**config.mk**
```make
export PLATFORM = sky130hd
export DESIGN_NAME = fb_bank_arbiter_flat
export DESIGN_NICKNAME = d
export VERILOG_FILES = /design/src/rtl/fb_bank_arbiter_if.sv /design/src/rtl/fb_bank_arbiter.sv /design/src/flat_wrapper.sv
export SDC_FILE = /design/constraint.sdc
export NUM_CORES = 1
export LEC_CHECK = 0
export ABC_AREA = 1
export CAP_MARGIN = 30
export CORE_MARGIN = 2
export CORE_UTILIZATION = 37
export DETAILED_ROUTE_END_ITERATION = 8
export PLACE_DENSITY = 0.79
export SLEW_MARGIN = 5
export SYNTH_ARGS = -nofsm -noshare
export SYNTH_HDL_FRONTEND = slang
export SYNTH_SLANG_ARGS = --single-unit
```
**constraint.sdc**
```tcl
create_clock -name clk_in -period 2.55 [get_ports clk_in]
set_clock_uncertainty 0.2 [all_clocks]
set_input_delay 0.765 -clock clk_in [delete_from_list [all_inputs] [get_ports clk_in]]
set_output_delay 0.765 -clock clk_in [all_outputs]
set_load 0.01 [all_outputs]
```
**src/rtl/fb_bank_arbiter_if.sv**
```systemverilog
// fb_bank_arbiter_if
//   Bundles the signals between the framebuffer bank arbiter, its two
//   requesters (scan-side pixel loader, host write path) and the
//   single-port framebuffer RAM.
//   Modports:
//     slave  - arbiter view: takes requests and mem_rdata, drives the
//              handshakes, bank status and the RAM strobe/address/data.
//     master - requester/RAM view: the mirror image.
//   Clock and reset are not part of the bundle; they stay plain ports.
interface fb_bank_arbiter_if #(
  parameter int ADDR_WIDTH = 10,
  parameter int DATA_WIDTH = 16
);
  // scan read side
  logic                  scan_req;
  logic [ADDR_WIDTH-1:0] scan_addr;
  logic                  scan_ready;
  logic [DATA_WIDTH-1:0] scan_rdata;
  logic                  scan_rvalid;
  // host write side
  logic                  host_wr_valid;
  logic [ADDR_WIDTH-1:0] host_wr_addr;
  logic [DATA_WIDTH-1:0] host_wr_data;
  logic                  host_wr_ready;
  // bank swap control
  logic                  swap_req;
  logic                  frame_end;
  logic                  swap_pending;
  logic                  display_bank;
  // framebuffer RAM
  logic                  mem_en;
  logic                  mem_we;
  logic [ADDR_WIDTH:0]   mem_addr;
  logic [DATA_WIDTH-1:0] mem_wdata;
  logic [DATA_WIDTH-1:0] mem_rdata;

  modport slave (
    input  scan_req, scan_addr, host_wr_valid, host_wr_addr, host_wr_data,
           swap_req, frame_end, mem_rdata,
    output scan_ready, scan_rdata, scan_rvalid, host_wr_ready,
           swap_pending, display_bank, mem_en, mem_we, mem_addr, mem_wdata
  );

  modport master (
    output scan_req, scan_addr, host_wr_valid, host_wr_addr, host_wr_data,
           swap_req, frame_end, mem_rdata,
    input  scan_ready, scan_rdata, scan_rvalid, host_wr_ready,
           swap_pending, display_bank, mem_en, mem_we, mem_addr, mem_wdata
  );
endinterface

```
**src/rtl/fb_bank_arbiter.sv**
```systemverilog
// fb_bank_arbiter
//   Sequences all access to the single-port, double-buffered framebuffer
//   RAM. Scan reads always go to the display bank, host writes always go
//   to the back bank. Scan wins conflicts unless the host has been refused
//   STARVE_LIMIT cycles in a row, in which case one host write is forced
//   through. Bank swaps are requested by swap_req and take effect on the
//   next frame_end pulse.
//   Ports:
//     clk_in - system clock, rising edge
//     reset  - synchronous, active-low reset
//     bus    - fb_bank_arbiter_if.slave (scan, host, swap and RAM signals)
module fb_bank_arbiter #(
  parameter int ADDR_WIDTH   = 10,
  parameter int DATA_WIDTH   = 16,
  parameter int STARVE_LIMIT = 8
) (
  input  logic                clk_in,
  input  logic                reset,
  fb_bank_arbiter_if.slave    bus
);

  typedef enum logic [0:0] {
    SWAP_IDLE    = 1'b0,
    SWAP_PENDING = 1'b1
  } swap_state_e;

  localparam logic [7:0] LIMIT = 8'(STARVE_LIMIT);

  swap_state_e           swap_state_q, swap_state_d;
  logic                  display_bank_q, display_bank_d;
  logic [7:0]            starve_cnt_q, starve_cnt_d;
  logic                  mem_en_q, mem_en_d;
  logic                  mem_we_q, mem_we_d;
  logic [ADDR_WIDTH:0]   mem_addr_q, mem_addr_d;
  logic [DATA_WIDTH-1:0] mem_wdata_q, mem_wdata_d;
  logic                  rd_pipe_q, rd_pipe_d;
  logic                  scan_rvalid_q, scan_rvalid_d;

  logic forced;
  logic scan_ready;
  logic host_wr_ready;
  logic scan_acc;
  logic host_acc;

  // Arbitration. Both readys are held low during reset so nothing is
  // accepted while the block is being cleared.
  always_comb begin
    forced        = bus.host_wr_valid && (starve_cnt_q == LIMIT);
    scan_ready    = reset && !forced;
    host_wr_ready = reset && bus.host_wr_valid && (!bus.scan_req || forced);
    scan_acc      = bus.scan_req && scan_ready;
    host_acc      = bus.host_wr_valid && host_wr_ready;
  end

  // Next-state logic: swap FSM, starve counter, RAM drive, read-valid pipe.
  always_comb begin
    swap_state_d   = swap_state_q;
    display_bank_d = display_bank_q;
    starve_cnt_d   = starve_cnt_q;
    mem_en_d       = 1'b0;
    mem_we_d       = 1'b0;
    mem_addr_d     = mem_addr_q;
    mem_wdata_d    = mem_wdata_q;
    rd_pipe_d      = scan_acc;
    scan_rvalid_d  = rd_pipe_q;

    // A swap_req arriving together with frame_end only arms the swap; the
    // toggle waits for a later frame_end. swap_req while pending is dropped.
    case (swap_state_q)
      SWAP_IDLE: begin
        if (bus.swap_req) swap_state_d = SWAP_PENDING;
      end
      SWAP_PENDING: begin
        if (bus.frame_end) begin
          swap_state_d   = SWAP_IDLE;
          display_bank_d = ~display_bank_q;
        end
      end
      default: swap_state_d = SWAP_IDLE;
    endcase

    if (!bus.host_wr_valid || host_acc) begin
      starve_cnt_d = 8'd0;
    end else if (starve_cnt_q != LIMIT) begin
      starve_cnt_d = starve_cnt_q + 8'd1;
    end

    // The bank bit is taken from the current (pre-swap) display bank, so an
    // access accepted on the swap edge still uses the old bank assignment.
    if (scan_acc) begin
      mem_en_d   = 1'b1;
      mem_addr_d = {display_bank_q, bus.scan_addr};
    end else if (host_acc) begin
      mem_en_d    = 1'b1;
      mem_we_d    = 1'b1;
      mem_addr_d  = {~display_bank_q, bus.host_wr_addr};
      mem_wdata_d = bus.host_wr_data;
    end
  end

  always_ff @(posedge clk_in) begin
    if (!reset) begin
      swap_state_q   <= SWAP_IDLE;
      display_bank_q <= 1'b0;
      starve_cnt_q   <= 8'd0;
      mem_en_q       <= 1'b0;
      mem_we_q       <= 1'b0;
      mem_addr_q     <= '0;
      mem_wdata_q    <= '0;
      rd_pipe_q      <= 1'b0;
      scan_rvalid_q  <= 1'b0;
    end else begin
      swap_state_q   <= swap_state_d;
      display_bank_q <= display_bank_d;
      starve_cnt_q   <= starve_cnt_d;
      mem_en_q       <= mem_en_d;
      mem_we_q       <= mem_we_d;
      mem_addr_q     <= mem_addr_d;
      mem_wdata_q    <= mem_wdata_d;
      rd_pipe_q      <= rd_pipe_d;
      scan_rvalid_q  <= scan_rvalid_d;
    end
  end

  assign bus.scan_ready    = scan_ready;
  assign bus.host_wr_ready = host_wr_ready;
  assign bus.scan_rdata    = bus.mem_rdata;
  assign bus.scan_rvalid   = scan_rvalid_q;
  assign bus.swap_pending  = (swap_state_q == SWAP_PENDING);
  assign bus.display_bank  = display_bank_q;
  assign bus.mem_en        = mem_en_q;
  assign bus.mem_we        = mem_we_q;
  assign bus.mem_addr      = mem_addr_q;
  assign bus.mem_wdata     = mem_wdata_q;

endmodule
```
**src/flat_wrapper.sv**
```systemverilog
// flat-port wrapper written by rule: the top's interface ports become plain ports
module fb_bank_arbiter_flat 
#(
  parameter int ADDR_WIDTH   = 10,
  parameter int DATA_WIDTH   = 16,
  parameter int STARVE_LIMIT = 8
)
  (clk_in, reset, bus_scan_req, bus_scan_addr, bus_host_wr_valid, bus_host_wr_addr, bus_host_wr_data, bus_swap_req, bus_frame_end, bus_mem_rdata, bus_scan_ready, bus_scan_rdata, bus_scan_rvalid, bus_host_wr_ready, bus_swap_pending, bus_display_bank, bus_mem_en, bus_mem_we, bus_mem_addr, bus_mem_wdata);
  fb_bank_arbiter_if #(.ADDR_WIDTH(ADDR_WIDTH), .DATA_WIDTH(DATA_WIDTH)) bus_i ();
  input  logic clk_in;
  input  logic reset;
  input wire logic [$bits(bus_i.scan_req)-1:0] bus_scan_req;
  input wire logic [$bits(bus_i.scan_addr)-1:0] bus_scan_addr;
  input wire logic [$bits(bus_i.host_wr_valid)-1:0] bus_host_wr_valid;
  input wire logic [$bits(bus_i.host_wr_addr)-1:0] bus_host_wr_addr;
  input wire logic [$bits(bus_i.host_wr_data)-1:0] bus_host_wr_data;
  input wire logic [$bits(bus_i.swap_req)-1:0] bus_swap_req;
  input wire logic [$bits(bus_i.frame_end)-1:0] bus_frame_end;
  input wire logic [$bits(bus_i.mem_rdata)-1:0] bus_mem_rdata;
  output wire logic [$bits(bus_i.scan_ready)-1:0] bus_scan_ready;
  output wire logic [$bits(bus_i.scan_rdata)-1:0] bus_scan_rdata;
  output wire logic [$bits(bus_i.scan_rvalid)-1:0] bus_scan_rvalid;
  output wire logic [$bits(bus_i.host_wr_ready)-1:0] bus_host_wr_ready;
  output wire logic [$bits(bus_i.swap_pending)-1:0] bus_swap_pending;
  output wire logic [$bits(bus_i.display_bank)-1:0] bus_display_bank;
  output wire logic [$bits(bus_i.mem_en)-1:0] bus_mem_en;
  output wire logic [$bits(bus_i.mem_we)-1:0] bus_mem_we;
  output wire logic [$bits(bus_i.mem_addr)-1:0] bus_mem_addr;
  output wire logic [$bits(bus_i.mem_wdata)-1:0] bus_mem_wdata;
  assign bus_i.scan_req = bus_scan_req;
  assign bus_i.scan_addr = bus_scan_addr;
  assign bus_i.host_wr_valid = bus_host_wr_valid;
  assign bus_i.host_wr_addr = bus_host_wr_addr;
  assign bus_i.host_wr_data = bus_host_wr_data;
  assign bus_i.swap_req = bus_swap_req;
  assign bus_i.frame_end = bus_frame_end;
  assign bus_i.mem_rdata = bus_mem_rdata;
  assign bus_scan_ready = bus_i.scan_ready;
  assign bus_scan_rdata = bus_i.scan_rdata;
  assign bus_scan_rvalid = bus_i.scan_rvalid;
  assign bus_host_wr_ready = bus_i.host_wr_ready;
  assign bus_swap_pending = bus_i.swap_pending;
  assign bus_display_bank = bus_i.display_bank;
  assign bus_mem_en = bus_i.mem_en;
  assign bus_mem_we = bus_i.mem_we;
  assign bus_mem_addr = bus_i.mem_addr;
  assign bus_mem_wdata = bus_i.mem_wdata;
  fb_bank_arbiter #(.ADDR_WIDTH(ADDR_WIDTH), .DATA_WIDTH(DATA_WIDTH), .STARVE_LIMIT(STARVE_LIMIT)) u_core (.clk_in(clk_in), .reset(reset), .bus(bus_i));
endmodule
```
==> flow_summary.yaml <==
sta:
  timing.slew.headroom_pct: 78.4
  hold_violations: 0
  fin_tns_setup_ns: 0
  tightest_slew_ns: 0.324
  slew_violations: 0
  fmax_mhz: 405
  period_needed_ns: 2.47
  rsz0062_at_grt: "no"
  fin_ws_ns: 0.0839
  fin_crit_sh_pct: 96.7
  setup_viol: 0
floorplanning:
  fp.dieArea_um2: 5550
  start_util_pct: 38.7
  ioPinCount: 108
  chipHeight_um: 74.5
  fp-row-count: 25
  die_w_um: 74.5
  core_um2: 4750
placement:
  dp_slack_ns: -0.643
  dp_hpwl_mm: 3.23
  gp_congestion: 0.739
  port_buffers: 75
pwr:
  p_per_area_nw_per_um2: 495
  power.leakage_nw: 1.24
  peakVddDrop_mv: 0.361
  power_mw: 1.33
logic_synthesis:
  ys_seq_area_share_pct: 44.7
  synthTopCellsByArea: "dfxtp_1 (45%), nand2_1 (13%), nand3_1 (11%)"
  synth_top_area_share_pct: 44.7
  yosysWarnings: 0
  synth_nets: 303
  synth_xor_xnor_area_share_pct: 2.86
  synthCells: 243
  yosys_register_bits: 41
  synth.largest_area_cell: "dfxtp_1"
  synth_compound_area_share_pct: 1.63
  synth_top_family_by_area: "simple AND/OR/NAND/NOR gates"
  synthSimpleGateAreaFrac_pct: 34.2
  synth-adder-area-share_pct: 1.36
  synth.area.mux_share_pct: 0
  postSynthAreaPerCell_um2: 7.56
  yosysUniqueCellTypes: 23
  netlist_area_um2: 1840
critical_path:
  max_stage_delay_ns: 0.24
  endpoint_kind: "output pin"
  critical_path_class: "primary input to output pin"
  required_ns: 1.59
  worstPathMaxFanout: 4
  start_kind: "primary input"
  crit_top_cell: "clkdlybuf4s15_2"
  crit_path_top_delay_cell: "clkdlybuf4s15_2"
  critPathArrivalTime_ns: 1.50
  crit_chain: "clkdlybuf4s15_2 > buf_4 > a21oi_1 > clkdlybuf4s15_2"
finish:
  drive_gt1_share_pct: 11.5
  antenna_cells: 0
  multiInputGateArea_um2: 737
  layout_commonest_cell: "clkdlybuf4s50_1"
  areaGrowthSynthToFinish_pct: 46.2
  nets: 372
  fillers: 473
  final-seq-area_um2: 822
  mostFrequentLayoutCells: "clkdlybuf4s50_1 (70), nand2_1 (64), nand3_1 (41)"
  post-route-util_pct: 56.5
detailed_routing:
  dr.max_layer_used: "met4"
  vias: 1731
  drc: 0
  avgRoutedWirePerCell_um: 11.3
  m1WireLength_mm: 1.69
  ant_nets: 0
  drtPass1Iterations: 4
  routed_wl_mm: 4.30
  drt_iter0_markers: 81
  avgViaCountPerCell: 4.56
  wl_met3_um: 360
  wl_met2_mm: 2.19
grt:
  grt_antenna_before_repair: 0
  grt_pass1_vias: 1620
  grt_overflow: 0
  grt.total_usage_pct: 16.4
  grt_pass1_wl_mm: 7.08
  grt_max_degree: 34
outcome:
  status: "finished, final reports clean"
cts:
  cts-root-buf: "clkbuf_8"
  cts_sinks: 41
  postCtsSetupBuffers: 0
  clock_latency_ns: 0.29
  htree_levels: 2
  cts_tree: "built"
  path_clk_slew_ns: 0.08
  cts_buffer_depth: 2
  cts_buffers: 5
worst_hold_path:
  hp-class: "flip-flop to flip-flop"
job:
  cap_violations: 0
==> flip-flops by register name (all words and copies together) (netlist names) <==
name,flops
u_core.bus.display_bank,1
u_core.bus.mem_addr,11
u_core.bus.mem_en,1
u_core.bus.mem_wdata,16
u_core.bus.mem_we,1
u_core.bus.scan_rvalid,1
u_core.bus.swap_pending,1
u_core.rd_pipe_q,1
u_core.starve_cnt_q,8
==> Yosys cell counts, drive strengths merged <==
cell type,count
a21oi,3
buf,23
clkbuf,5
dfxtp,41
ha,2
inv,25
nand2,68
nand3,42
nand4,11
nor2,12
nor3,2
o21ai,3
xnor2,1
xor2,5
==> routing by layer <==
metal / vias to the layer above / global-route usage, %
li1: 891 / -
met1: 776 / 18.0
met2: 56 / 28.5
met3: 8 / 6.37
met4: 0 / 6.15
met5: - / 0
==> kinds of logic after synthesis <==
kind of cell | Yosys count
AND/OR/NAND/NOR | 135
buffers and inverters | 53
flip-flops | 41
AO/OA/AOI/OAI | 6
XOR/XNOR | 6
adder cells (fa/ha/maj) | 2
==> metrics by stage <==
stage,instances,cell area [um2],hold slack [ns]
after global placement,372,2600,0.208
after global routing,380,2690,0.248
after detailed placement,372,2600,0.215
after floorplan,243,1840,0.190
final,380,2690,0.228
after CTS,380,2690,0.231
==> final cells by class <==
cell class              instances  area share (%)
inverters                      25            3.68
well taps                      67            3.12
repair buffers                 90            32.0
multi-input cells             149            27.4
clock inverters                 3           0.652
clock buffers                   5            2.56
flip-flops and latches         41            30.6
==> where the power goes <==
part	internal (mW)	total (mW)	switching, mW
Combinational	0.139	0.234	0.0952
Sequential	0.671	0.687	0.0161
Clock	0.189	0.410	0.221
Total	0.999	1.33	0.332
==> worst max-delay path: cells and delay by family <==
| kind | cells | cell delay [ns] |
|---|---|---|
| buffers and inverters | 3 | 0.62 |
| AOI/OAI and AO/OA | 1 | 0.13 |
==> repair_timing <==
item                       4_1_cts  5_1_grt
setup endpoints to repair        2        2
hold buffers                     0        0
pin swaps                        0        1
resized for setup               12        2
==> worst paths after layout <==
check	cells after the start	to	startpoint	slack [ns]
worst min register to register	2	u_core.bus.scan_rvalid$_SDFF_PN0_	u_core.rd_pipe_q$_SDFF_PN0_	0.23
worst min-delay path	2	u_core.bus.scan_rvalid$_SDFF_PN0_	u_core.rd_pipe_q$_SDFF_PN0_	0.23
worst max-delay path	4	bus_scan_ready	bus_host_wr_valid	0.08
worst max register to register	10	u_core.starve_cnt_q[3]$_SDFFE_PP0P_	u_core.starve_cnt_q[0]$_SDFFE_PP0P_	0.76
No activity file was read; power rests on OpenSTA's default activity.
